--- src/rtl/spi_pkg.sv ---
// rtl/spi_pkg.sv - shared command indices, R1 bit positions, FSM states and CRC7 step for spi_cardresp
package spi_pkg;

    localparam logic [5:0] CMD0  = 6'd0;
    localparam logic [5:0] CMD8  = 6'd8;
    localparam logic [5:0] CMD16 = 6'd16;
    localparam logic [5:0] CMD17 = 6'd17;
    localparam logic [5:0] CMD41 = 6'd41;
    localparam logic [5:0] CMD55 = 6'd55;

    localparam int R1_IDLE    = 0;
    localparam int R1_ILLEGAL = 2;
    localparam int R1_CRC     = 3;

    typedef enum logic [2:0] {
        ST_HUNT,
        ST_RECV,
        ST_CHECK,
        ST_NCR_WAIT,
        ST_SEND_R1
    } state_t;

    // One serial step of CRC7, polynomial x^7 + x^3 + 1, data MSB first.
    function automatic logic [6:0] crc7_step(input logic [6:0] crc, input logic din);
        logic fb;
        fb = crc[6] ^ din;
        return {crc[5:0], 1'b0} ^ (fb ? 7'h09 : 7'h00);
    endfunction

endpackage

--- src/rtl/spi_crc7.sv ---
// rtl/spi_crc7.sv - serial CRC7 accumulator with clear and enable (used when SPI_CARDRESP_CRC_EN is defined)
module spi_crc7
    import spi_pkg::*;
(
    input  logic       clk,
    input  logic       rst,
    input  logic       clr,
    input  logic       en,
    input  logic       din,
    output logic [6:0] crc
);

    // clr together with en folds the first bit into a fresh CRC.
    always_ff @(posedge clk) begin
        if (rst) begin
            crc <= 7'd0;
        end else if (clr) begin
            crc <= en ? crc7_step(7'd0, din) : 7'd0;
        end else if (en) begin
            crc <= crc7_step(crc, din);
        end
    end

endmodule

--- src/rtl/spi_cardresp.sv ---
// rtl/spi_cardresp.sv - SPI-mode SD card command receiver and R1 responder; SPI_CARDRESP_CRC_EN enables CRC7 checking
module spi_cardresp
    import spi_pkg::*;
#(
    parameter int NCR            = 1,
    parameter int ACMD41_RETRIES = 2
) (
    input  logic        spi_clk_i,
    input  logic        spi_rst_i,
    input  logic        SCK_SPI,
    input  logic        SS_SPI,
    input  logic        MOSI_SPI,
    output logic        MISO_SPI,
    output logic [47:0] spi_cmd_o,
    output logic        spi_cmdvalid_o,
    output logic [7:0]  spi_r1_o,
    output logic        spi_idle_o
);

    localparam logic [5:0] NCR_LAST  = 6'(NCR * 8 - 1);
    localparam logic [3:0] RETRY_MAX = 4'(ACMD41_RETRIES);

    logic [1:0] sck_sy, ss_sy, mosi_sy;
    logic       sck_d;
    logic       sck, ss_n, mosi, rise, fall;

    state_t      state, state_n;
    logic [47:0] frame;
    logic [5:0]  cnt;
    logic [7:0]  tx;
    logic        app;
    logic [3:0]  acnt;
    logic        frame_ok, crc_ok;
    logic        idle_n, app_n;
    logic [3:0]  acnt_n;
    logic [7:0]  r1_n;

    always_ff @(posedge spi_clk_i) begin
        if (spi_rst_i) begin
            sck_sy  <= 2'b00;
            ss_sy   <= 2'b11;
            mosi_sy <= 2'b11;
            sck_d   <= 1'b0;
        end else begin
            sck_sy  <= {sck_sy[0], SCK_SPI};
            ss_sy   <= {ss_sy[0], SS_SPI};
            mosi_sy <= {mosi_sy[0], MOSI_SPI};
            sck_d   <= sck_sy[1];
        end
    end

    assign sck  = sck_sy[1];
    assign ss_n = ss_sy[1];
    assign mosi = mosi_sy[1];
    assign rise = sck & ~sck_d;
    assign fall = ~sck & sck_d;

    assign frame_ok = frame[46] & frame[0];

`ifdef SPI_CARDRESP_CRC_EN
    logic [6:0] crc;
    logic       crc_clr, crc_en;

    // CRC covers bits 47..8: the start bit in HUNT, then RECV bits down to index 8.
    assign crc_clr = (state == ST_HUNT);
    assign crc_en  = rise & (((state == ST_HUNT) & ~mosi) | ((state == ST_RECV) & (cnt >= 6'd8)));

    spi_crc7 u_crc7 (
        .clk (spi_clk_i),
        .rst (spi_rst_i),
        .clr (crc_clr),
        .en  (crc_en),
        .din (mosi),
        .crc (crc)
    );

    assign crc_ok = (crc == frame[7:1]);
`else
    assign crc_ok = 1'b1;
`endif

    always_comb begin
        idle_n = spi_idle_o;
        app_n  = app;
        acnt_n = acnt;
        r1_n   = {7'b0, spi_idle_o};
        if (!crc_ok) begin
            r1_n[R1_CRC] = 1'b1;
        end else begin
            app_n = 1'b0;
            case (frame[45:40])
                CMD0: begin
                    idle_n = 1'b1;
                    acnt_n = 4'd0;
                end
                CMD8, CMD16, CMD17: ;
                CMD55: app_n = 1'b1;
                CMD41: begin
                    if (app) begin
                        if (acnt != 4'hF) acnt_n = acnt + 4'd1;
                        if (acnt_n >= RETRY_MAX) idle_n = 1'b0;
                    end else begin
                        r1_n[R1_ILLEGAL] = 1'b1;
                    end
                end
                default: r1_n[R1_ILLEGAL] = 1'b1;
            endcase
            r1_n[R1_IDLE] = idle_n;
        end
    end

    always_ff @(posedge spi_clk_i) begin
        if (spi_rst_i) state <= ST_HUNT;
        else           state <= state_n;
    end

    // A deasserted chip select overrides any edge seen in the same cycle.
    always_comb begin
        state_n = state;
        if (ss_n) begin
            state_n = ST_HUNT;
        end else begin
            case (state)
                ST_HUNT:     if (rise && !mosi) state_n = ST_RECV;
                ST_RECV:     if (rise && cnt == 6'd0) state_n = ST_CHECK;
                ST_CHECK:    state_n = frame_ok ? ST_NCR_WAIT : ST_HUNT;
                ST_NCR_WAIT: if (fall && cnt == NCR_LAST) state_n = ST_SEND_R1;
                ST_SEND_R1:  if (fall && cnt == 6'd7) state_n = ST_HUNT;
                default:     state_n = ST_HUNT;
            endcase
        end
    end

    always_ff @(posedge spi_clk_i) begin
        if (spi_rst_i) begin
            frame          <= 48'd0;
            cnt            <= 6'd0;
            tx             <= 8'hFF;
            MISO_SPI       <= 1'b1;
            spi_cmd_o      <= 48'd0;
            spi_cmdvalid_o <= 1'b0;
            spi_r1_o       <= 8'hFF;
            spi_idle_o     <= 1'b1;
            app            <= 1'b0;
            acnt           <= 4'd0;
        end else begin
            spi_cmdvalid_o <= 1'b0;
            if (ss_n) begin
                MISO_SPI <= 1'b1;
            end else begin
                case (state)
                    ST_HUNT: begin
                        // R1 bit 0 stays on the line until the next falling edge.
                        if (fall) MISO_SPI <= 1'b1;
                        if (rise && !mosi) begin
                            frame <= 48'd0;
                            cnt   <= 6'd46;
                        end
                    end
                    ST_RECV: begin
                        if (rise) begin
                            frame <= {frame[46:0], mosi};
                            cnt   <= cnt - 6'd1;
                        end
                    end
                    ST_CHECK: begin
                        cnt <= 6'd0;
                        if (frame_ok) begin
                            spi_cmd_o      <= frame;
                            spi_cmdvalid_o <= 1'b1;
                            spi_r1_o       <= r1_n;
                            tx             <= r1_n;
                            spi_idle_o     <= idle_n;
                            app            <= app_n;
                            acnt           <= acnt_n;
                        end
                    end
                    ST_NCR_WAIT: begin
                        if (fall) begin
                            MISO_SPI <= 1'b1;
                            cnt      <= (cnt == NCR_LAST) ? 6'd0 : cnt + 6'd1;
                        end
                    end
                    ST_SEND_R1: begin
                        if (fall) begin
                            MISO_SPI <= tx[7];
                            tx       <= {tx[6:0], 1'b1};
                            cnt      <= cnt + 6'd1;
                        end
                    end
                    default: ;
                endcase
            end
        end
    end

endmodule

--- config.mk ---
export PLATFORM = sky130hd
export DESIGN_NAME = spi_cardresp
export DESIGN_NICKNAME = d
export VERILOG_FILES = /design/src/rtl/spi_pkg.sv /design/src/rtl/spi_crc7.sv /design/src/rtl/spi_cardresp.sv
export SDC_FILE = /design/constraint.sdc
export NUM_CORES = 1
export LEC_CHECK = 0
export CORE_MARGIN = 2
export CORE_UTILIZATION = 27
export DETAILED_ROUTE_END_ITERATION = 6
export GPL_TIMING_DRIVEN = 0
export SLEW_MARGIN = 20
export SYNTH_ARGS = -nofsm -noshare
export SYNTH_HDL_FRONTEND = slang
export SYNTH_SLANG_ARGS = --single-unit
--- constraint.sdc ---
create_clock -name spi_clk_i -period 4.4 [get_ports spi_clk_i]
set_input_delay 0.66 -clock spi_clk_i [delete_from_list [all_inputs] [get_ports spi_clk_i]]
set_output_delay 0.66 -clock spi_clk_i [all_outputs]
set_load 0.01 [all_outputs]
==> qor.yml, run 1 <==
status: "finished, final reports clean"
min-delay-start: "ss_sy[0]"
grt_pass1_wl_um: 20900
start_kind: "flop"
core_um2: 18800
vias_per_cell: 4.78
yosysUniqueCellTypes: 52
route.detailed.drc: 0
cts_sinks: 130
drtIter0Drc: 244
grt_pass1_vias: 4152
grt-ovfl-total: 0
syn_avg_cell_area_um2: 8.01
wirelength_um: 12800
nNetsFinal: 738
wl_per_cell_um: 13.1
dpl.cell_count: 944
antenna_found_initial: 0
start_util_pct: 27.7
ff2ff_setup_slack_ps: 2440
max_freq_mhz: 460
synth_nets: 657
fin_crit_ps: 2170
synth-main-ff-cell: "dfxtp_1"
async_reset_ff_share_pct: 0
rows: 50
cap_violations: 0
fin_worst_skew_ps: 8.24
min_path_type: "flop to flop"
design.die.area_um2: 20400
p_per_area_nw_per_um2: 393
whs_path_depth: 1
portBuffers: 62
hold_buffers: 0
ys_warn_count: 0
leakage_nw: 2.20
cts-resized-gates: 0
relSlewSlack_pct: 54.6
dpl_cell_area_um2: 6110
final_cells: 975
total_power_mw: 2.63
final-hold-violation-count: 0
die_x_um: 143
cts_made_buffers: 17
cts_setup_buffers: 0
hpwl_um: 9040
yosysSeqAreaShare_pct: 50.1
drtAntennaViolNets: 0
io-pin-count: 64
tightest_slew_ps: 682
drive_above_1_share_pct: 7.96
cp-end-kind: "output pin"
clockBufferDepth: 2
rsz0062_at_grt: "false"
vdd.ir_drop.worst_mv: 0.189
maxSlewViolCount: 0
setup_viol: 0
drt_first_pass_iters: 5
synth-edff-count: 0
grt_max_degree: 17
synth-seq-cells: 130
final_area_um2: 6700
required_ps: 3740
htreeDepth: 4
path_max_fanout: 7
synthToLayoutAreaGrowth_pct: 29.0
synth_cells: 648
diodes: 0
clk_pin_slew_worst_paths_ps: 50
rr_startpoint: "state[1]"
insertion_delay_ps: 420
arrival_ps: 1510
crit_type: "flop to output pin"
timing.final.crit_share_pct: 49.4
reg2reg_to: "frame[35]"
gp_congestion: 0.855
grt.total_usage_pct: 12.8
hold_end: "ss_sy[1]"
cts_tree: "done"
worst-r2r-cell-count: 7
netlist_area_um2: 5190
setup_tns_ps: 0
dr_total_vias: 4665
fp.dieH_um: 143
root_buffer: "clkbuf_16"
## stage by stage
| stage | setup WS (ps) | util, % | hold slack [ps] |
|---|---|---|---|
| 2_1_floorplan | 2730 | - | 389 |
| 3_3_place_gp | 2220 | 32.5 | 408 |
| 3_5_place_dp | 2260 | 32.5 | 402 |
| 4_1_cts | 2170 | 35.7 | 422 |
| 5_1_grt | 2110 | 35.7 | 440 |
| 6_report | 2230 | 35.7 | 413 |
## flip-flops by register name, summed over array words and instances (netlist names)
name	flops
app	1
ss_sy	2
spi_cmdvalid_o	1
state	3
cnt	6
acnt	4
frame	48
spi_r1_o	3
mosi_sy	2
sck_d	1
tx	8
spi_cmd_o	48
sck_sy	2
MISO_SPI	1
## cell usage in the layout, fill, tap and decap left out, types with 2 or more instances in the layout
cell and count:
or2_2 7, nand3_1 56, buf_2 9, xnor2_1 2, a21boi_0 3, o21ai_0 9
a211o_1 2, a21oi_1 108, o31ai_1 4, dfxtp_1 130, nor2_1 25, o22ai_1 3
bufinv_16 3, a22oi_1 2, and3_1 2, ha_1 4, clkinv_2 4, a31oi_1 4
nor2b_1 7, nand2_1 162, nor3_1 6, nor4b_1 2, clkbuf_8 2, o32ai_1 2
inv_1 8, clkdlybuf4s50_1 62, clkbuf_16 17, or3_1 2, a211oi_1 4, clkbuf_1 41
nand4_1 2, a221o_1 6, buf_4 7, a21o_1 2, nand2b_1 6, a2111oi_1 2
clkinvlp_4 2
## synth_stat cells (2+ instances only)
master | number | area, um^2
nand2_1 | 162 | 608
dfxtp_1 | 130 | 2600
a21oi_1 | 108 | 541
nand3_1 | 56 | 280
clkbuf_1 | 39 | 146
nor2_1 | 25 | 93.8
buf_2 | 9 | 45.0
o21ai_0 | 9 | 45.0
inv_1 | 8 | 30.0
buf_4 | 7 | 52.6
nor2b_1 | 7 | 43.8
or2_2 | 7 | 43.8
a221o_1 | 6 | 60.1
nand2b_1 | 6 | 37.5
nor3_1 | 6 | 30.0
a211oi_1 | 4 | 30.0
a31oi_1 | 4 | 25.0
ha_1 | 4 | 50.1
o31ai_1 | 4 | 30.0
a21boi_0 | 3 | 22.5
o22ai_1 | 3 | 18.8
a2111oi_1 | 2 | 20.0
a211o_1 | 2 | 17.5
a21o_1 | 2 | 15.0
a22oi_1 | 2 | 15.0
and3_1 | 2 | 12.5
nand4_1 | 2 | 12.5
nor4b_1 | 2 | 17.5
o32ai_1 | 2 | 17.5
or3_1 | 2 | 12.5
xnor2_1 | 2 | 17.5
## cell families (layout without fill, tap and decap cells)
family                     after synthesis  count (layout)  synth area share, %
buffers and inverters                   65             158                 5.57
AOI/OAI and AO/OA                      160             160                 18.2
adders and majority gates                4               4                0.964
muxes                                    1               1                0.193
xor gates and xnor gates                 3               3                0.506
and+or+nand+nor                        285             285                 24.5
DFF                                    130             130                 50.1
## per-layer routing
metal	part of all wire (%)	GRT usage (%)	wire [um]	vias up
met5	0	0	0	-
met4	1.7	5.37	214	0
met3	3.9	3.39	505	17
met2	46	19.6	5910	85
met1	48	17.1	6160	2181
li1	-	-	-	2382
## critical path: stages (launching register included)
cell             delay [ps]
dfxtp_1                 430
buf_4                   140
clkdlybuf4s50_1         520
## final cells by class
class	instances	area (um^2)
Fill cell	1942	12100
Sequential cell	130	2600
Multi-Input combinational cell	453	2300
Timing Repair Buffer	62	621
Clock buffer	21	460
Tap cell	234	293
Buffer	56	255
Clock inverter	10	134
Inverter	9	33.8
## where the power goes
part | switching, mW | internal, mW | total [mW]
combinational | 0.0277 | 0.0102 | 0.0379
clock | 0.498 | 0.913 | 1.41
sequential | 0.00200 | 1.18 | 1.18
## worst max path at each step
stage / from / end / slack [ps] / depth (start not counted)
floorplan: cnt[2] / cnt[5] / 2730 / 6
global placement: spi_rst_i / state[2] / 2220 / 4
detailed placement: spi_rst_i / frame[29] / 2260 / 4
CTS: spi_r1_o[6] / spi_r1_o[6] / 2170 / 2
global route: spi_r1_o[6] / spi_r1_o[4] / 2110 / 2
finish: spi_r1_o[6] / spi_r1_o[6] / 2230 / 2
No activity file was read; power rests on OpenSTA's default activity.
==> inputs of run 2 (changes only) <==
- clock period: 4.4 -> 2 ns (I/O delays scaled with it)
==> run 2 against run 1 <==
Setup slack got worse by 2100 ps. Non-clock buffer count did not move. Flip-flop and latch count unchanged. Worst hold slack worse by 12 ps. Critical path type is now flop to flop. Combinational power rose by 120%. Count of clock-buffer cells in the layout unchanged.
==> qor.yml, run 2 (synthesized netlist as in run 1, its figures left out) <==
status: "finished, final reports clean"  # unchanged
insertion_delay_ps: 420  # about the same
hpwl_um: 9040  # unchanged
p_per_area_nw_per_um2: 862  # was 393 nW/um^2
cts_made_buffers: 17  # unchanged
crit_type: "flop to flop"  # was flop to output pin
cts_sinks: 130  # unchanged
grt_max_degree: 17  # unchanged
drtAntennaViolNets: 0  # unchanged
final_cell_mix: "162 x nand2_1, 130 x dfxtp_1, 108 x a21oi_1, 62 x clkdlybuf4s50_1, 56 x nand3_1"  # unchanged
drt_first_pass_iters: 5  # unchanged
max_freq_mhz: 530
p_sw_mw: 1.16  # was 0.528 mW
drive_above_1_share_pct: 9.58  # was 7.96%
diodes: 0  # unchanged
wl_met2_um: 5940  # was 5910 um
vias_per_cell: 4.78  # about the same
p_int_mw: 4.63  # was 2.10 mW
portBuffers: 62  # unchanged
setup_tns_ps: 0  # unchanged
grt_pass1_vias: 4152  # unchanged
slowest_stage: "or4_1"  # was clkdlybuf4s50_1
dr_total_vias: 4658  # was 4,665
clk_pin_slew_worst_paths_ps: 50  # about the same
die_x_um: 143  # unchanged
path_max_fanout: 10  # was 7
tightest_slew_ps: 626  # was 682 ps
root_buffer: "clkbuf_16"  # unchanged
setup.worst_path.start: "sck_d"  # was spi_r1_o[6]
cts_setup_buffers: 0  # unchanged
route.detailed.drc: 0  # unchanged
nNetsFinal: 738  # unchanged
final-hold-violation-count: 0  # unchanged
timing.final.crit_share_pct: 94.4
grt_pass1_wl_um: 20900  # unchanged
htreeDepth: 4  # unchanged
rows: 50  # unchanged
swShare_pct: 20.1  # about the same
io-pin-count: 64  # unchanged
final_common_cell: "nand2_1"  # unchanged
utilization_pct: 35.8  # was 35.7%
fin_crit_ps: 1890
cts-resized-gates: 0  # unchanged
rsz0062_at_grt: "true"  # was false
wl_per_cell_um: 13.1  # about the same
drtIter0Drc: 257  # was 244
cts_tree: "done"  # unchanged
hold_buffers: 0  # unchanged
crit_chain: "nand2b_1, or4_1, buf_2, buf_2, nand2_1, a21oi_1"  # was buf_4, clkdlybuf4s50_1
layout_setup_ws_ps: 113  # was 2230 ps
seqPwrFrac_pct: 44.9  # about the same
vdd.ir_drop.worst_mv: 0.412  # was 0.189 mV
setup_viol: 0  # unchanged
reg.largest.list: "frame (48), spi_cmd_o (48), tx (8)"  # unchanged
cpMostUsedCell: "buf_2"
p_comb_share_pct: 1.5  # was 1.4%
antenna_found_initial: 0  # unchanged
wl_met3_um: 540  # was 505 um
cp.buffers_inverters: 2  # unchanged
cp-end-kind: "flop"  # was output pin
required_ps: 2280  # was 3740 ps
gp_congestion: 0.855  # unchanged
grt-ovfl-total: 0  # unchanged
wirelength_um: 12800  # about the same
design.die.area_um2: 20400  # unchanged
total_power_mw: 5.79  # was 2.63 mW
cap_violations: 0  # unchanged
relSlewSlack_pct: 58.3  # was 54.6%
core_um2: 18800  # unchanged
start_util_pct: 27.7  # unchanged
p_clk_share_pct: 53.6  # about the same
clockBufferDepth: 2  # unchanged
start_kind: "flop"  # unchanged
fin_worst_skew_ps: 8.15  # was 8.24 ps
max_stage_delay_ps: 600  # was 520 ps
fp.dieH_um: 143  # unchanged
maxSlewViolCount: 0  # unchanged
grt.total_usage_pct: 12.8  # unchanged
dr.max_layer_used: "met4"  # unchanged
m1WireLength_um: 6110  # was 6160 um
rr_startpoint: "sck_d"  # was state[1]
min-delay-start: "spi_rst_i"  # was ss_sy[0]
leakage_nw: 2.22  # was 2.20 nW
path_delay_family: "simple AND/OR/NAND/NOR gates"  # was buffers and inverters
whs_ps: 402  # was 413 ps
synthToLayoutAreaGrowth_pct: 29.4  # was 29.0%
dp_worst_setup_slack_ps: 27.1  # was 2260 ps
arrival_ps: 2170  # was 1510 ps
min_path_type: "input pin to flop"  # was flop to flop
[run 2: cell count changes in the layout (fill, tap and decap cells not counted), sizes merged]
cell / delta
clkbuf: -1
buf: +1
[run 2: metrics by stage]
stage	std cells	cell area [um^2]
2_1_floorplan	648	5190
3_3_place_gp	944	6110
3_5_place_dp	944	6110
4_1_cts	975	6700
5_1_grt	975	6720
6_report	975	6720
[run 2: final timing paths]
| check | to | cells past startpoint | slack [ps] |
|---|---|---|---|
| worst max-delay path | frame[35] | 6 | 110 |
| worst min-delay path | acnt[1] | 3 | 400 |
| worst max register to register | frame[35] | 6 | 110 |
| worst min register to register | ss_sy[1] | 1 | 410 |
[run 2: cell type report]
cell class | instances | area [um^2]
well taps | 234 | 293
inverters | 9 | 33.8
clock inverters | 10 | 134
plain buffers | 56 | 268
clock buffers | 21 | 460
fillers | 1940 | 12000
flip-flops and latches | 130 | 2600
repair buffers | 62 | 621
multi-input cells | 453 | 2310
[run 2: routing by layer]
layer | up-vias | global-route usage, %
met4 | 0 | 5.37
met3 | 16 | 3.39
met1 | 2171 | 17.1
met2 | 94 | 19.6
met5 | - | 0
li1 | 2377 | -
[run 2: power groups by stage]
stage                     combinational, mW  clock (mW)  sequential, mW
after floorplan                      0.0543           0            2.66
after global routing                 0.0928        3.30            2.60
after CTS                            0.0849        3.17            2.60
after detailed placement             0.0845           0            2.66
after global placement               0.0851           0            2.66
final                                0.0843        3.11            2.60
[run 2: worst register-to-register path, delay by kind of cell, from the launching register on]
family	cells	cell delay, ps
DFF	1	340
buffers and inverters	2	430
and+or+nand+nor	3	920
AOI/OAI and AO/OA	1	60
==> inputs of run 3 (changes only) <==
- GPL_TIMING_DRIVEN: 0 -> default
- HOLD_SLACK_MARGIN: default -> 0.02
- SKIP_LAST_GASP: default -> 1
==> run 3 against run 2 <==
Count of clock-buffer cells in the layout did not move. Via count fell by 2.2%. First-iteration DRC count fell by 36%. Die area did not move. Largest power group unchanged. Highest routed layer unchanged.
==> qor.yml, run 3 (synthesized netlist as in run 1, its figures left out) <==
core_um2: 18800  # unchanged
insertion_delay_ps: 410  # was 420 ps
rows: 50  # unchanged
die_x_um: 143  # unchanged
max_stage_delay_ps: 700  # was 600 ps
fin_crit_ps: 1890  # about the same
max_freq_mhz: 530  # about the same
min-delay-start: "ss_sy[0]"  # was spi_rst_i
route.detailed.drc: 0  # unchanged
grt.total_usage_pct: 12.6  # was 12.8%
p_per_area_nw_per_um2: 860  # was 862 nW/um^2
dr_total_vias: 4554  # was 4,658
diodes: 0  # unchanged
cp.buffers_inverters: 1  # was 2
wl_per_cell_um: 13.2  # was 13.1 um
synthToLayoutAreaGrowth_pct: 28.3  # was 29.4%
grt_max_degree: 61  # was 17
reg.largest.list: "frame (48), spi_cmd_o (48), tx (8)"  # unchanged
final_common_cell: "nand2_1"  # unchanged
antenna_found_initial: 0  # unchanged
final-hold-violation-count: 0  # unchanged
hpwl_um: 7790  # was 9040 um
setup_tns_ps: 0  # unchanged
slowest_stage: "or4_2"  # was or4_1
status: "finished, final reports clean"  # unchanged
drtAntennaViolNets: 0  # unchanged
layout_setup_ws_ps: 113  # about the same
htreeDepth: 4  # unchanged
setup.worst_path.start: "sck_d"  # unchanged
crit_chain: "nand2b_1, or4_2, buf_4, nand2_1, a21oi_1"  # was nand2b_1, or4_1, buf_2, buf_2, nand2_1, a21oi_1
rsz0062_at_grt: "true"  # unchanged
drt_first_pass_iters: 4  # was 5
leakage_nw: 2.19  # was 2.22 nW
fin_worst_skew_ps: 4.66  # was 8.15 ps
grt_pass1_wl_um: 20800  # was 20,900 um
timing.final.crit_share_pct: 94.4  # about the same
start_util_pct: 27.7  # unchanged
cap_violations: 0  # unchanged
hold_buffers: 0  # unchanged
start_kind: "flop"  # unchanged
relSlewSlack_pct: 55.9  # was 58.3%
dp_worst_setup_slack_ps: 137  # was 27.1 ps
arrival_ps: 2160  # was 2170 ps
crit_type: "flop to flop"  # unchanged
drtIter0Drc: 165  # was 257
path_delay_family: "simple AND/OR/NAND/NOR gates"  # unchanged
io-pin-count: 64  # unchanged
cts_sinks: 130  # unchanged
clockBufferDepth: 2  # unchanged
final_cell_mix: "162 x nand2_1, 130 x dfxtp_1, 108 x a21oi_1, 62 x clkdlybuf4s50_1, 55 x nand3_1"  # was 162 x nand2_1, 130 x dfxtp_1, 108 x a21oi_1, 62 x clkdlybuf4s50_1, 56 x nand3_1
cts_made_buffers: 17  # unchanged
wirelength_um: 12400  # was 12,800 um
vias_per_cell: 4.85  # was 4.78
nFillCells: 1965  # was 1,940
grt-ovfl-total: 0  # unchanged
gp_congestion: 0.819  # was 0.855
design.die.area_um2: 20400  # unchanged
min_path_type: "flop to flop"  # was input pin to flop
required_ps: 2270  # was 2280 ps
tightest_slew_ps: 661  # was 626 ps
cts-resized-gates: 0  # unchanged
nNetsFinal: 705  # was 738
cts_tree: "done"  # unchanged
grt_pass1_vias: 4257  # was 4,152
fp.dieH_um: 143  # unchanged
rr_startpoint: "sck_d"  # unchanged
vdd.ir_drop.worst_mv: 0.507  # was 0.412 mV
maxSlewViolCount: 0  # unchanged
clk_pin_slew_worst_paths_ps: 50  # about the same
setup_viol: 0  # unchanged
path_max_fanout: 37  # was 10
drive_above_1_share_pct: 9.65  # was 9.58%
cp-end-kind: "flop"  # unchanged
cts_setup_buffers: 0  # unchanged
portBuffers: 63  # was 62
root_buffer: "clkbuf_16"  # unchanged
## run 3: final cells by class
type | instances | area, um^2 | area share, %
clock inverter | 7 | 110 | 1.65
tap | 234 | 293 | 4.40
multi-input combinational | 453 | 2330 | 35.0
timing repair buffer | 85 | 831 | 12.5
inverter | 9 | 33.8 | 0.507
clock buffer | 21 | 460 | 6.91
sequential | 130 | 2600 | 39.1
## run 3: per-layer routing
metal / GRT usage, % / part of all wire, % / wire length, um / up-vias
met5: 0 / 0 / 0 / -
met4: 5.42 / 1.7 / 214 / 0
met3: 3.76 / 4.6 / 569 / 18
met2: 19.7 / 46 / 5750 / 97
met1: 16.3 / 47 / 5840 / 2134
li1: - / - / - / 2305
## run 3: power breakdown
part	internal (mW)	switching, mW
Clock	1.99	1.06
Combinational	0.0261	0.0577
Sequential	2.60	0.00455
Total	4.61	1.12
## run 3: final timing paths
| check | cells after the start | to | slack (ps) |
|---|---|---|---|
| hold / removal | 1 | ss_sy[1] | 420 |
| setup reg to reg | 5 | frame[17] | 110 |
| setup / recovery | 5 | frame[17] | 110 |
| hold reg to reg | 1 | ss_sy[1] | 420 |
## run 3: per-stage QoR
step	utilization [%]	total power, mW	instance area (um^2)	instances	hold slack [ps]
3_3_place_gp	32.4	2.74	6090	911	410
6_report	35.5	5.73	6660	939	417
5_1_grt	35.5	5.92	6660	939	452
4_1_cts	35.5	5.80	6660	939	418
2_1_floorplan	-	2.71	5190	648	389
3_5_place_dp	32.4	2.74	6090	911	399
